File: config.mk
export PLATFORM = sky130hd
export DESIGN_NAME = qam_tx_sequencer
export DESIGN_NICKNAME = d
export VERILOG_FILES = /design/src/rtl/qam_tx_sequencer.sv
export SDC_FILE = /design/constraint.sdc
export NUM_CORES = 1
export LEC_CHECK = 0
export CORE_MARGIN = 2
export CORE_UTILIZATION = 45
export CTS_CLUSTER_DIAMETER = 200
export DETAILED_ROUTE_END_ITERATION = 8
export SETUP_SLACK_MARGIN = 0.3
export SLEW_MARGIN = 20
export SYNTH_ARGS = -nofsm -noshare
export SYNTH_HDL_FRONTEND = slang
export SYNTH_SLANG_ARGS = --single-unit
File: constraint.sdc
create_clock -name axi_clk -period 3.8 [get_ports axi_clk]
set_input_delay 0.57 -clock axi_clk [delete_from_list [all_inputs] [get_ports axi_clk]]
set_output_delay 0.57 -clock axi_clk [all_outputs]
set_load 0.05 [all_outputs]
File: src/rtl/qam_tx_sequencer.sv
// Frames buffered 4-bit symbols into preamble, payload and zero tail for the 16-QAM modulator.
// Latency: start sampled at edge N puts the first preamble symbol on din in cycle N+1.
// Backpressure: din/din_valid hold while din_ready is low; s_ready drops while the payload FIFO is full.
module qam_tx_sequencer #(
  parameter int PREAMBLE_LEN = 16,
  parameter int PAYLOAD_LEN  = 128,
  parameter int TAIL_LEN     = 8,
  parameter int FIFO_DEPTH   = 16
) (
  input  logic                          axi_clk,
  input  logic                          axi_rstn,
  input  logic                          start,
  input  logic                          s_valid,
  input  logic [3:0]                    s_data,
  output logic                          s_ready,
  output logic                          din_valid,
  output logic [3:0]                    din,
  input  logic                          din_ready,
  output logic                          busy,
  output logic                          frame_done,
  output logic                          underrun,
  output logic [$clog2(FIFO_DEPTH):0]   fifo_level
);

  localparam int AW    = $clog2(FIFO_DEPTH);
  localparam int LW    = AW + 1;
  localparam int TOTAL = PREAMBLE_LEN + PAYLOAD_LEN + TAIL_LEN;
  localparam int CW    = $clog2(TOTAL + 1);

  // Load-index boundaries: ld_idx counts symbols already placed in the output register this frame.
  localparam logic [CW-1:0] PAY_FIRST  = CW'(PREAMBLE_LEN);
  localparam logic [CW-1:0] TAIL_FIRST = CW'(PREAMBLE_LEN + PAYLOAD_LEN);
  localparam logic [CW-1:0] LD_END     = CW'(TOTAL);
  // Transfer-count values that close each phase.
  localparam logic [CW-1:0] PRE_LAST   = CW'(PREAMBLE_LEN - 1);
  localparam logic [CW-1:0] PAY_LAST   = CW'(PAYLOAD_LEN - 1);
  localparam logic [CW-1:0] TAIL_LAST  = CW'((TAIL_LEN > 0) ? TAIL_LEN - 1 : 0);
  localparam logic [LW-1:0] DEPTH_LVL  = LW'(FIFO_DEPTH);

  typedef enum logic [1:0] {IDLE, PRE, PAY, TAIL} state_t;

  state_t        state;
  logic [CW-1:0] sym_cnt;
  logic [CW-1:0] ld_idx;
  logic [3:0]    fifo_mem [FIFO_DEPTH];
  logic [AW-1:0] wr_ptr;
  logic [AW-1:0] rd_ptr;
  logic          ready_en;
  logic [3:0]    fifo_head;
  logic          wr_fire;
  logic          xfer;
  logic          load_en;
  logic          ld_more;
  logic          ld_pre;
  logic          ld_pay;
  logic          fifo_nempty;
  logic          pop;
  logic          phase_last;

  // s_ready is held low while in reset and for the first edge after release.
  assign s_ready     = ready_en && (fifo_level < DEPTH_LVL);
  assign wr_fire     = s_valid && s_ready;
  assign xfer        = din_valid && din_ready;
  // The output register refills whenever it is empty or its current symbol leaves this edge.
  assign load_en     = (state != IDLE) && (!din_valid || din_ready);
  assign ld_more     = ld_idx < LD_END;
  assign ld_pre      = ld_idx < PAY_FIRST;
  assign ld_pay      = !ld_pre && (ld_idx < TAIL_FIRST);
  assign fifo_nempty = (fifo_level != '0);
  // Payload slots stop popping once all PAYLOAD_LEN symbols have been loaded.
  assign pop         = load_en && ld_pay && fifo_nempty;
  assign fifo_head   = fifo_mem[rd_ptr];
  assign busy        = (state != IDLE);

  // Decide whether the current transfer closes the active phase.
  always_comb begin
    phase_last = 1'b0;
    case (state)
      PRE:     phase_last = (sym_cnt == PRE_LAST);
      PAY:     phase_last = (sym_cnt == PAY_LAST);
      TAIL:    phase_last = (sym_cnt == TAIL_LAST);
      default: phase_last = 1'b0;
    endcase
  end

  // Enable upstream acceptance one edge after reset release.
  always_ff @(posedge axi_clk or negedge axi_rstn) begin
    if (!axi_rstn) begin
      ready_en <= 1'b0;
    end else begin
      ready_en <= 1'b1;
    end
  end

  // Payload storage; contents are don't-care until the pointers make them valid.
  always_ff @(posedge axi_clk) begin
    if (wr_fire) begin
      fifo_mem[wr_ptr] <= s_data;
    end
  end

  // FIFO pointers and occupancy; a simultaneous push and pop leaves the level unchanged.
  always_ff @(posedge axi_clk or negedge axi_rstn) begin
    if (!axi_rstn) begin
      wr_ptr     <= '0;
      rd_ptr     <= '0;
      fifo_level <= '0;
    end else begin
      if (wr_fire) begin
        wr_ptr <= wr_ptr + 1'b1;
      end
      if (pop) begin
        rd_ptr <= rd_ptr + 1'b1;
      end
      case ({wr_fire, pop})
        2'b10:   fifo_level <= fifo_level + 1'b1;
        2'b01:   fifo_level <= fifo_level - 1'b1;
        default: fifo_level <= fifo_level;
      endcase
    end
  end

  // Frame sequencer: phase tracking, output symbol register and status flags.
  always_ff @(posedge axi_clk or negedge axi_rstn) begin
    if (!axi_rstn) begin
      state      <= IDLE;
      sym_cnt    <= '0;
      ld_idx     <= '0;
      din_valid  <= 1'b0;
      din        <= 4'h0;
      frame_done <= 1'b0;
      underrun   <= 1'b0;
    end else begin
      frame_done <= 1'b0;
      if (state == IDLE) begin
        if (start) begin
          state     <= PRE;
          sym_cnt   <= '0;
          ld_idx    <= CW'(1);
          din_valid <= 1'b1;
          din       <= 4'h0;
          underrun  <= 1'b0;
        end
      end else begin
        if (load_en) begin
          if (!ld_more) begin
            din_valid <= 1'b0;
          end else if (ld_pay) begin
            if (fifo_nempty) begin
              din       <= fifo_head;
              din_valid <= 1'b1;
              ld_idx    <= ld_idx + 1'b1;
            end else begin
              // Starved: leave a bubble and retry next cycle without advancing the count.
              din_valid <= 1'b0;
              underrun  <= 1'b1;
            end
          end else begin
            din       <= (ld_pre && ld_idx[0]) ? 4'hF : 4'h0;
            din_valid <= 1'b1;
            ld_idx    <= ld_idx + 1'b1;
          end
        end
        if (xfer) begin
          if (phase_last) begin
            sym_cnt <= '0;
            case (state)
              PRE: state <= PAY;
              PAY: begin
                if (TAIL_LEN > 0) begin
                  state <= TAIL;
                end else begin
                  state      <= IDLE;
                  frame_done <= 1'b1;
                end
              end
              TAIL: begin
                state      <= IDLE;
                frame_done <= 1'b1;
              end
              default: state <= IDLE;
            endcase
          end else begin
            sym_cnt <= sym_cnt + 1'b1;
          end
        end
      end
    end
  end

endmodule

=== Word level (Yosys, flattened, before mapping) ===
Memory sizes are Yosys's and may differ from the RTL's.
Cells that the tools add are included.

* Output and inout bits: 14
* Memory bits (read-only): 0
* Bits in registers: 39
* Memory bits (writable): 64
* Logic and storage cells: 100
* Latch bits: 0
* Bits of input ports: 9
* Memories kept: 1

{| class="wikitable"
|+ Memory list
! name !! depth !! width !! read ports !! clocked after memory_dff !! wr ports !! line !! source
|-
| fifo_mem || 16 || 4 || 1 || 0 || 1 || 45 || <nowiki>logic [3:0] fifo_mem [FIFO_DEPTH];</nowiki>
|}

* Reduce and logical (&&, ||, !) cells: 25
* Multiply operators: 0
* Equality and inequality tests: 11
* Mux-type cells: 42
* Add/sub/neg operators: 6
* Divide/modulo/power cells: 0
* Shift operators: 0
* Magnitude comparators: 4
* Bitwise operators: 0

{| class="wikitable"
|+ Operator list
! operator !! number
|-
| 8-bit 2-to-1 mux || 10
|-
| 4-bit 2-to-1 mux || 7
|-
| 1-bit 2-to-1 mux || 18
|-
| 8-bit by 1-bit adder with 8-bit output (second input constant) || 2
|-
| 8-bit less-than comparator (second input constant) || 2
|-
| 2-bit nonzero test || 7
|-
| 5-bit case mux with 2 select lines || 1
|-
| 4-bit by 1-bit adder with 4-bit output (second input constant) || 2
|-
| 8-bit by 3-bit == test with 1-bit output (second input constant) || 1
|-
| 8-bit by 4-bit == test with 1-bit output (second input constant) || 1
|-
| 8-bit by 7-bit == test with 1-bit output (second input constant) || 1
|-
| 1-bit logical AND || 8
|-
| 8-bit by 5-bit less-than comparator with 1-bit output (second input constant) || 1
|-
| 2-bit 2-to-1 mux || 4
|-
| 2-bit == test (second input constant) || 3
|-
| 5-bit by 1-bit adder with 5-bit output (second input constant) || 1
|-
| 5-bit less-than comparator (second input constant) || 1
|-
| 5-bit AND reduction || 1
|-
| 5-bit nonzero test || 1
|-
| 5-bit by 1-bit subtractor with 5-bit output (second input constant) || 1
|-
| 2-bit by 1-bit == test with 1-bit output (second input constant) || 2
|-
| 2-bit case mux with 2 select lines || 1
|-
| 2-bit AND reduction || 2
|-
| 4-bit AND reduction || 1
|-
| other kinds (8) || 9
|}

=== Depth between registers and ports, before layout ===
Gate-level depths: netlist (run 1).

* Word-level depth: 7
* Depth in mapped cells: 13
* Mapped depth without buffers: 13

=== Worst setup path before layout (run 1) ===
Ideal clock, no wire load.

* Path type: register to register
* Start point: reg fifo_level[4]
* End point: reg fifo_level[4]
* Buffers on the path: 1
* Data required time: 3.653 ns
* Clock period less this slack: 3.309 ns
* Slack: 0.491 ns
* Arrival time: 3.162 ns
* Cell stages (with the launch flop): 13
* Cells stage by stage: dfrtp_1 > nor2b_1 > and2_1 > clkbuf_1 > inv_1 > ha_1 > xor2_1 > ha_1 > nand3b_1 > o21ai_0 > a222oi_1 > nor2_1 > xor2_1

* Word-level cells in the longest chain between the ends: 5
* Elaborated cells on any way between the ends: 11
* Those cells by class: 2 x add/sub; 1 x order compare; 2 x eq/ne; 1 x mux; 5 x reduce/logical

{| class="wikitable"
|+ RTL lines
! what !! line !! source
|-
| start: declaration || 22 || <nowiki>output logic [$clog2(FIFO_DEPTH):0] fifo_level</nowiki>
|-
| start signal: assignment || 116 || <nowiki>2'b10: fifo_level <= fifo_level + 1'b1;</nowiki>
|-
| start signal: assignment || 117 || <nowiki>2'b01: fifo_level <= fifo_level - 1'b1;</nowiki>
|-
| start signal: assignment || 118 || <nowiki>default: fifo_level <= fifo_level;</nowiki>
|-
| 5-bit less-than comparator * || 61 || <nowiki>assign s_ready = ready_en && (fifo_level < DEPTH_LVL);</nowiki>
|-
| 1-bit logical AND * || 61 ||
|-
| net s_ready || 15 || <nowiki>output logic s_ready,</nowiki>
|-
| 1-bit logical AND * || 62 || <nowiki>assign wr_fire = s_valid && s_ready;</nowiki>
|-
| 2-bit by 1-bit == test with 1-bit output / 2-bit == test (equally long branches) || 115 || <nowiki>case ({wr_fire, pop})</nowiki>
|-
| 5-bit case mux with 2 select lines / 2-bit nonzero test (equally long branches) || - ||
|}

The timed path passes the listed nets; every way through them passes the cells marked *.
A chain may end at the register's enable or synchronous reset.

=== Worst setup path in the final report (run 1) ===
* Start point: reg fifo_level[0]
* End point: reg fifo_level[4]

* Elaborated cells on any way between the ends: 11
* Those cells by class: 2 x add/sub; 1 x order compare; 2 x eq/ne; 1 x mux; 5 x reduce/logical

{| class="wikitable"
|+ RTL lines
! what !! line !! source
|-
| 5-bit nonzero test * || 69 || <nowiki>assign fifo_nempty = (fifo_level != '0);</nowiki>
|-
| 1-bit logical AND * || 71 || <nowiki>assign pop = load_en && ld_pay && fifo_nempty;</nowiki>
|-
| net pop || 57 || <nowiki>logic pop;</nowiki>
|-
| 2-bit by 1-bit == test with 1-bit output / 2-bit == test (equally long branches) || 115 ||
|-
| 5-bit case mux with 2 select lines / 2-bit nonzero test (equally long branches) || - ||
|}

Marks and branches as above.

==> impl_metrics.env, run 1 <==
export IMPL_core_area_um2=10200
export IMPL_fin_crit_sh=0.799
export IMPL_worst_path_max_delay_cell="dfrtp_1"
export IMPL_layout_drive_gt1_share=0.109
export IMPL_startpoint_type="flop"
export IMPL_ys_ff_latch=103
export IMPL_fin_nets=397
export IMPL_yosysWarnings=0
export IMPL_synth_avg_cell_area_um2=13.4
export IMPL_timing_setup_tns_ps=0
export IMPL_rows=37
export IMPL_setup_viol=0
export IMPL_cts_tree="built"
export IMPL_drt_iter0_markers=118
export IMPL_clock_sinks=103
export IMPL_start_util=0.458
export IMPL_synth_edff_count=64
export IMPL_antenna_found_initial=0
export IMPL_critPathRequiredTime_ps=4060
export IMPL_powerDensity_nw_per_um2=468
export IMPL_critPathKind="flop to flop"
export IMPL_diodes=0
export IMPL_fmax_mhz=329
export IMPL_syn_instance_count=350
export IMPL_gp_congestion=0.786
export IMPL_async_flop_share=0.379
export IMPL_critPathLaunch="fifo_level[0]$_DFFE_PN0P_"
export IMPL_synth_cell_type_count=48
export IMPL_syn_to_final_growth_pct=11.6
export IMPL_max_slew_margin=0.406
export IMPL_hpwl_mm=6.21
export IMPL_crit_arrival_ps=3300
export IMPL_yosys_area_top_type="edfxtp_1"
export IMPL_vias=2815
export IMPL_grt_first_pass_wirelength_mm=14.8
export IMPL_cts_setup_buffers=0
export IMPL_critPathMaxStageDelay_ps=460
export IMPL_syn_num_nets=375
export IMPL_wirelength_mm=8.96
export IMPL_cts_buffers=9
export IMPL_ios=23
export IMPL_slew_violations=0
export IMPL_drc=0
export IMPL_wl_per_cell_um=17.5
export IMPL_r2r_start="fifo_level[0]$_DFFE_PN0P_"
export IMPL_placedCellCount=497
export IMPL_hold_class="input pin to asynchronous set/reset pin"
export IMPL_synth_seq_area_share=0.618
export IMPL_fp_dieArea_um2=11200
export IMPL_viasPerCell=5.49
export IMPL_syn_area_um2=4690
export IMPL_yosys_top_cells_count="edfxtp_1 (64), dfrtp_1 (39), nor2_1 (23)"
export IMPL_grt_max_degree=40
export IMPL_crit_fanout=7
export IMPL_path_buf_inv=1
export IMPL_clk_latency_ps=380
export IMPL_hold_viol_final=0
export IMPL_crit_chain="or3_1 > or3_1 > nand3_1 > inv_2 > ha_1 > xor2_1 > ha_1 > nand3b_1 > o21ai_0 > a222oi_1 > nor2_1 > xor2_1"
export IMPL_htreeDepth=3
export IMPL_clk_pin_slew_ps=110
export IMPL_end_kind="flop"
export IMPL_grt_pass1_vias=2783
export IMPL_status="complete, no violations"
export IMPL_cts_resized=0
export IMPL_io_buffers=22
export IMPL_r2r_slack_ps=760
export IMPL_peakVddDrop_uv=251
export IMPL_netlist_area_leader_share=0.410
export IMPL_synthFlopType="edfxtp_1"
export IMPL_maxCapViolCount=0
export IMPL_globalRouteOverflowTotal=0
export IMPL_synth_most_common_cell="edfxtp_1"
export IMPL_dr_pass1_iters=4
export IMPL_fp_dieW_um=106
export IMPL_multiInputGateArea_um2=1680
export IMPL_synth_area_leaders="edfxtp_1 (41%), dfrtp_1 (21%), mux2i_1 (4.5%), ha_1 (4.3%), mux4_2 (3.8%)"
export IMPL_clock_path_buffers=2
export IMPL_cts_root_buf="clkbuf_8"
export IMPL_cts_hold_buffers=0
export IMPL_layout_min_cycle_time_ps=3040
export IMPL_die_height_um=106
export IMPL_rsz0062_at_grt="false"
export IMPL_final_cells=513
export IMPL_cpLargestDelayFamily="simple AND/OR/NAND/NOR gates"
export IMPL_ff_latch_area_um2=2900
export IMPL_skew_ps=19.7
export IMPL_nFillCells=902
export IMPL_leakage_nw=1.88
export IMPL_ant_nets=0
export IMPL_worstMarginPinSlew_ps=891
export IMPL_grtUsageTotal=0.174
## placed cells by master (no fill, tap or decap), types with 3 or more instances in the layout
cell,Yosys,final
clkdlybuf4s50_1,0,21
nor2_1,23,23
a22oi_1,8,8
mux2i_1,21,21
or3_1,8,8
a41o_2,4,4
xnor2_1,11,11
o21a_1,3,3
clkbuf_8,0,9
nand3_1,7,7
nor3_1,13,13
dfrtp_1,39,39
nand2_1,18,18
nand4_1,3,3
nor2b_1,4,4
inv_1,11,11
and3_1,4,4
and2_1,5,5
a221o_2,3,3
mux4_2,8,8
xor2_1,6,6
edfxtp_1,64,64
nand3b_1,3,3
nand2b_1,4,4
a21oi_1,7,7
o21ai_0,20,20
ha_1,16,16
## layer usage
| layer | vias to the layer above | wire length [µm] | global-route usage |
|---|---|---|---|
| li1 | 1353 | - | - |
| met5 | - | 0 | 0 |
| met2 | 43 | 4350 | 0.283 |
| met3 | 9 | 288 | 0.0374 |
| met4 | 0 | 109 | 0.0479 |
| met1 | 1410 | 4220 | 0.239 |
## power by group
group / internal, mW / switching (mW)
combinational: 0.145 / 0.253
clock: 0.260 / 0.411
sequential: 1.27 / 0.105
total: 1.68 / 0.769
## registers in the layout (all words and copies together) (netlist names)
name,count
sym_cnt,8
fifo_mem,64
din,4
ld_idx,8
frame_done,1
underrun,1
din_valid,1
ready_en,1
rd_ptr,4
state,2
fifo_level,5
wr_ptr,4
## area by class of cell
type | count | share of cell area
flip-flops and latches | 103 | 0.554
multi-input cells | 222 | 0.322
repair buffers | 24 | 0.0440
well taps | 136 | 0.0326
clock buffers | 9 | 0.0237
clock inverters | 7 | 0.0148
inverters | 12 | 0.00862
## kinds of logic (layout without fill, tap and decap cells)
kind of cell | Yosys count | count (layout) | share of synthesized area
flip-flops | 103 | 103 | 0.618
AND/OR/NAND/NOR | 99 | 99 | 0.109
AO/OA/AOI/OAI | 59 | 59 | 0.0895
multiplexers | 30 | 30 | 0.0857
buffers and inverters | 25 | 52 | 0.0224
XOR/XNOR | 17 | 17 | 0.0318
adder cells (fa/ha/maj) | 16 | 16 | 0.0427
other | 1 | 1 | 0.000800
## through the flow
stage / util / hold slack, ps / instance area [µm²] / total power [mW] / setup WS (ps)
3_5_place_dp: 0.491 / 514 / 5030 / 1.80 / 648
3_3_place_gp: 0.491 / 511 / 5030 / 1.79 / 728
2_1_floorplan: - / 274 / 4690 / 1.65 / 491
6_report: 0.511 / 315 / 5230 / 2.45 / 764
4_1_cts: 0.511 / 344 / 5230 / 2.47 / 792
5_1_grt: 0.511 / 396 / 5230 / 2.57 / 546
## final timing paths
| kind | endpoint | cells after the start |
|---|---|---|
| max | fifo_level[4]$_DFFE_PN0P_ | 12 |
| min | sym_cnt[3]$_DFFE_PN0P_ | 1 |
| max reg2reg | fifo_level[4]$_DFFE_PN0P_ | 12 |
| min reg2reg | din[0]$_DFFE_PN0P_ | 1 |
| max in group asynchronous | ld_idx[1]$_DFFE_PN0P_ | 1 |
| min in group axi_clk | din[0]$_DFFE_PN0P_ | 1 |
(Power assumes the default switching activity.)
==> inputs of run 2 (changes only) <==
==> constraint.sdc (replaced) <==
create_clock -name axi_clk -period 2.45 [get_ports axi_clk]
set_input_delay 0.3675 -clock axi_clk [delete_from_list [all_inputs] [get_ports axi_clk]]
set_output_delay 0.3675 -clock axi_clk [all_outputs]
set_load 0.05 [all_outputs]
==> impl_metrics.env, run 2 (synthesis gave the netlist of run 1 again) <==
export IMPL_fin_crit_sh=1.01
export IMPL_multiInputGateArea_um2=1800
export IMPL_drc=0
export IMPL_regMostFlops="fifo_mem"
export IMPL_dr_pass1_iters=5
export IMPL_wl_per_cell_um=17.6
export IMPL_startpoint_type="flop"
export IMPL_fin_nets=422
export IMPL_r2r_start="fifo_level[2]$_DFFE_PN0P_"
export IMPL_globalRouteOverflowTotal=0
export IMPL_cts_tree="built"
export IMPL_htreeDepth=3
export IMPL_power_mw=4.00
export IMPL_max_slew_margin=0.413
export IMPL_maxCapViolCount=0
export IMPL_diodes=0
export IMPL_clock_path_buffers=2
export IMPL_status="complete, but fails checks"
export IMPL_leakage_nw=2.04
export IMPL_crit_arrival_ps=2730
export IMPL_hold_viol_final=0
export IMPL_grt_first_pass_wirelength_mm=15.2
export IMPL_grt_max_degree=40
export IMPL_worstMarginPinSlew_ps=881
export IMPL_worst_path_max_delay_cell="dfrtp_2"
export IMPL_clock_sinks=103
export IMPL_fmax_mhz=405
export IMPL_ios=23
export IMPL_critPathMaxStageDelay_ps=410
export IMPL_vias=2938
export IMPL_mostFrequentLayoutCells="edfxtp_1 (64), dfrtp_1 (31), buf_4 (25), nor2_1 (23), mux2i_1 (21)"
export IMPL_peakVddDrop_uv=491
export IMPL_ff_latch_area_um2=2910
export IMPL_slew_violations=0
export IMPL_layout_commonest_cell="edfxtp_1"
export IMPL_violations="negative setup slack"
export IMPL_hold_class="input pin to asynchronous set/reset pin"
export IMPL_crit_chain="or3_4 > or3_4 > nand3_4 > inv_4 > ha_4 > xor2_1 > ha_2 > nand3b_1 > o21ai_1 > a222oi_1 > nor2_1 > xor2_1"
export IMPL_drt_iter0_markers=173
export IMPL_setup_viol=2
export IMPL_start_util=0.458
export IMPL_r2r_end="fifo_level[4]$_DFFE_PN0P_"
export IMPL_gp_congestion=0.728
export IMPL_clk_latency_ps=370
export IMPL_crit_fanout=3
export IMPL_r2r_slack_ps=-20
export IMPL_clk_pin_slew_ps=100
export IMPL_end_kind="flop"
export IMPL_fin_hold_ws_ps=109
export IMPL_hpwl_mm=6.45
export IMPL_layout_min_cycle_time_ps=2470
export IMPL_fin_util=0.543
export IMPL_fp_dieArea_um2=11200
export IMPL_nFillCells=879
export IMPL_viasPerCell=5.46
export IMPL_layout_drive_gt1_share=0.219
export IMPL_core_area_um2=10200
export IMPL_cts_root_buf="clkbuf_8"
export IMPL_skew_ps=12.1
export IMPL_reg2reg_depth=12
export IMPL_ant_nets=0
export IMPL_cts_buffers=9
export IMPL_worst_slack_ps=-21.3
export IMPL_dp_slack_ps=-68.9
export IMPL_rsz0062_at_grt="true"
export IMPL_critPathRequiredTime_ps=2710
export IMPL_grt_pass1_vias=2864
export IMPL_io_buffers=22
export IMPL_largest_reg_flops=64
export IMPL_syn_to_final_growth_pct=18.5
export IMPL_grtUsageTotal=0.178
export IMPL_antenna_found_initial=0
export IMPL_powerDensity_nw_per_um2=721
export IMPL_rows=37
export IMPL_top_regs="fifo_mem x64, ld_idx x8, sym_cnt x8"
export IMPL_die_height_um=106
export IMPL_critPathKind="flop to flop"
export IMPL_fp_dieW_um=106
export IMPL_wirelength_mm=9.48
## run 2: through the flow
step,area [µm²],setup TNS (ps),std cells
2_1_floorplan,4770,-308,350
3_3_place_gp,5260,-67.3,515
3_5_place_dp,5260,-91.3,515
4_1_cts,5470,-16.1,532
5_1_grt,5550,-237,538
6_report,5550,-22.0,538
## run 2: timing repair
item / 4_1_cts / 5_1_grt
pin swaps: 3 / 1
gates cloned: 0 / 1
setup endpoints to repair: 9 / 16
gates resized for setup: 6 / 9
setup buffers: 1 / 5
hold buffers: 0 / 0
## run 2: how the worst max path moves through the flow
stage	to	slack [ps]	start	cells past startpoint
after CTS	fifo_level[4]$_DFFE_PN0P_	-20	fifo_level[2]$_DFFE_PN0P_	12
after global placement	fifo_level[4]$_DFFE_PN0P_	-70	din_ready	13
final	fifo_level[4]$_DFFE_PN0P_	-20	fifo_level[2]$_DFFE_PN0P_	12
after detailed placement	fifo_level[4]$_DFFE_PN0P_	-70	din_ready	13
after floorplan	fifo_level[4]$_DFFE_PN0P_	-210	fifo_level[2]$_DFFE_PN0P_	12
after global routing	fifo_level[4]$_DFFE_PN0P_	-90	fifo_level[2]$_DFFE_PN0P_	12
## run 2: worst max-delay path: cells and delay by family (launching register included)
kind | cells | cell delay [ps]
adder cells (fa/ha/maj) | 2 | 350
XOR/XNOR | 2 | 280
buffers and inverters | 1 | 50
AND/OR/NAND/NOR | 5 | 990
AO/OA/AOI/OAI | 2 | 290
flip-flops | 1 | 410
## run 2: area by class of cell
class                      instances  share of cell area
clock buffer                       9              0.0223
clock inverter                     7              0.0149
inverter                          12             0.00924
multi-input combinational        223               0.324
sequential                       103               0.524
tap                              136              0.0306
timing repair buffer              48              0.0757
## run 2: power breakdown
part	switching (mW)	internal (mW)	total [mW]	leakage [nW]
Clock	0.625	0.495	1.12	0.106
Combinational	0.481	0.310	0.791	0.887
Sequential	0.112	1.98	2.09	1.05
## run 2: per-layer routing
layer | GRT usage | up-vias | share of wire
met1 | 0.242 | 1466 | 0.46
met3 | 0.0417 | 11 | 0.031
met5 | 0 | - | 0
met4 | 0.0592 | 0 | 0.012
met2 | 0.283 | 56 | 0.50
li1 | - | 1405 | -
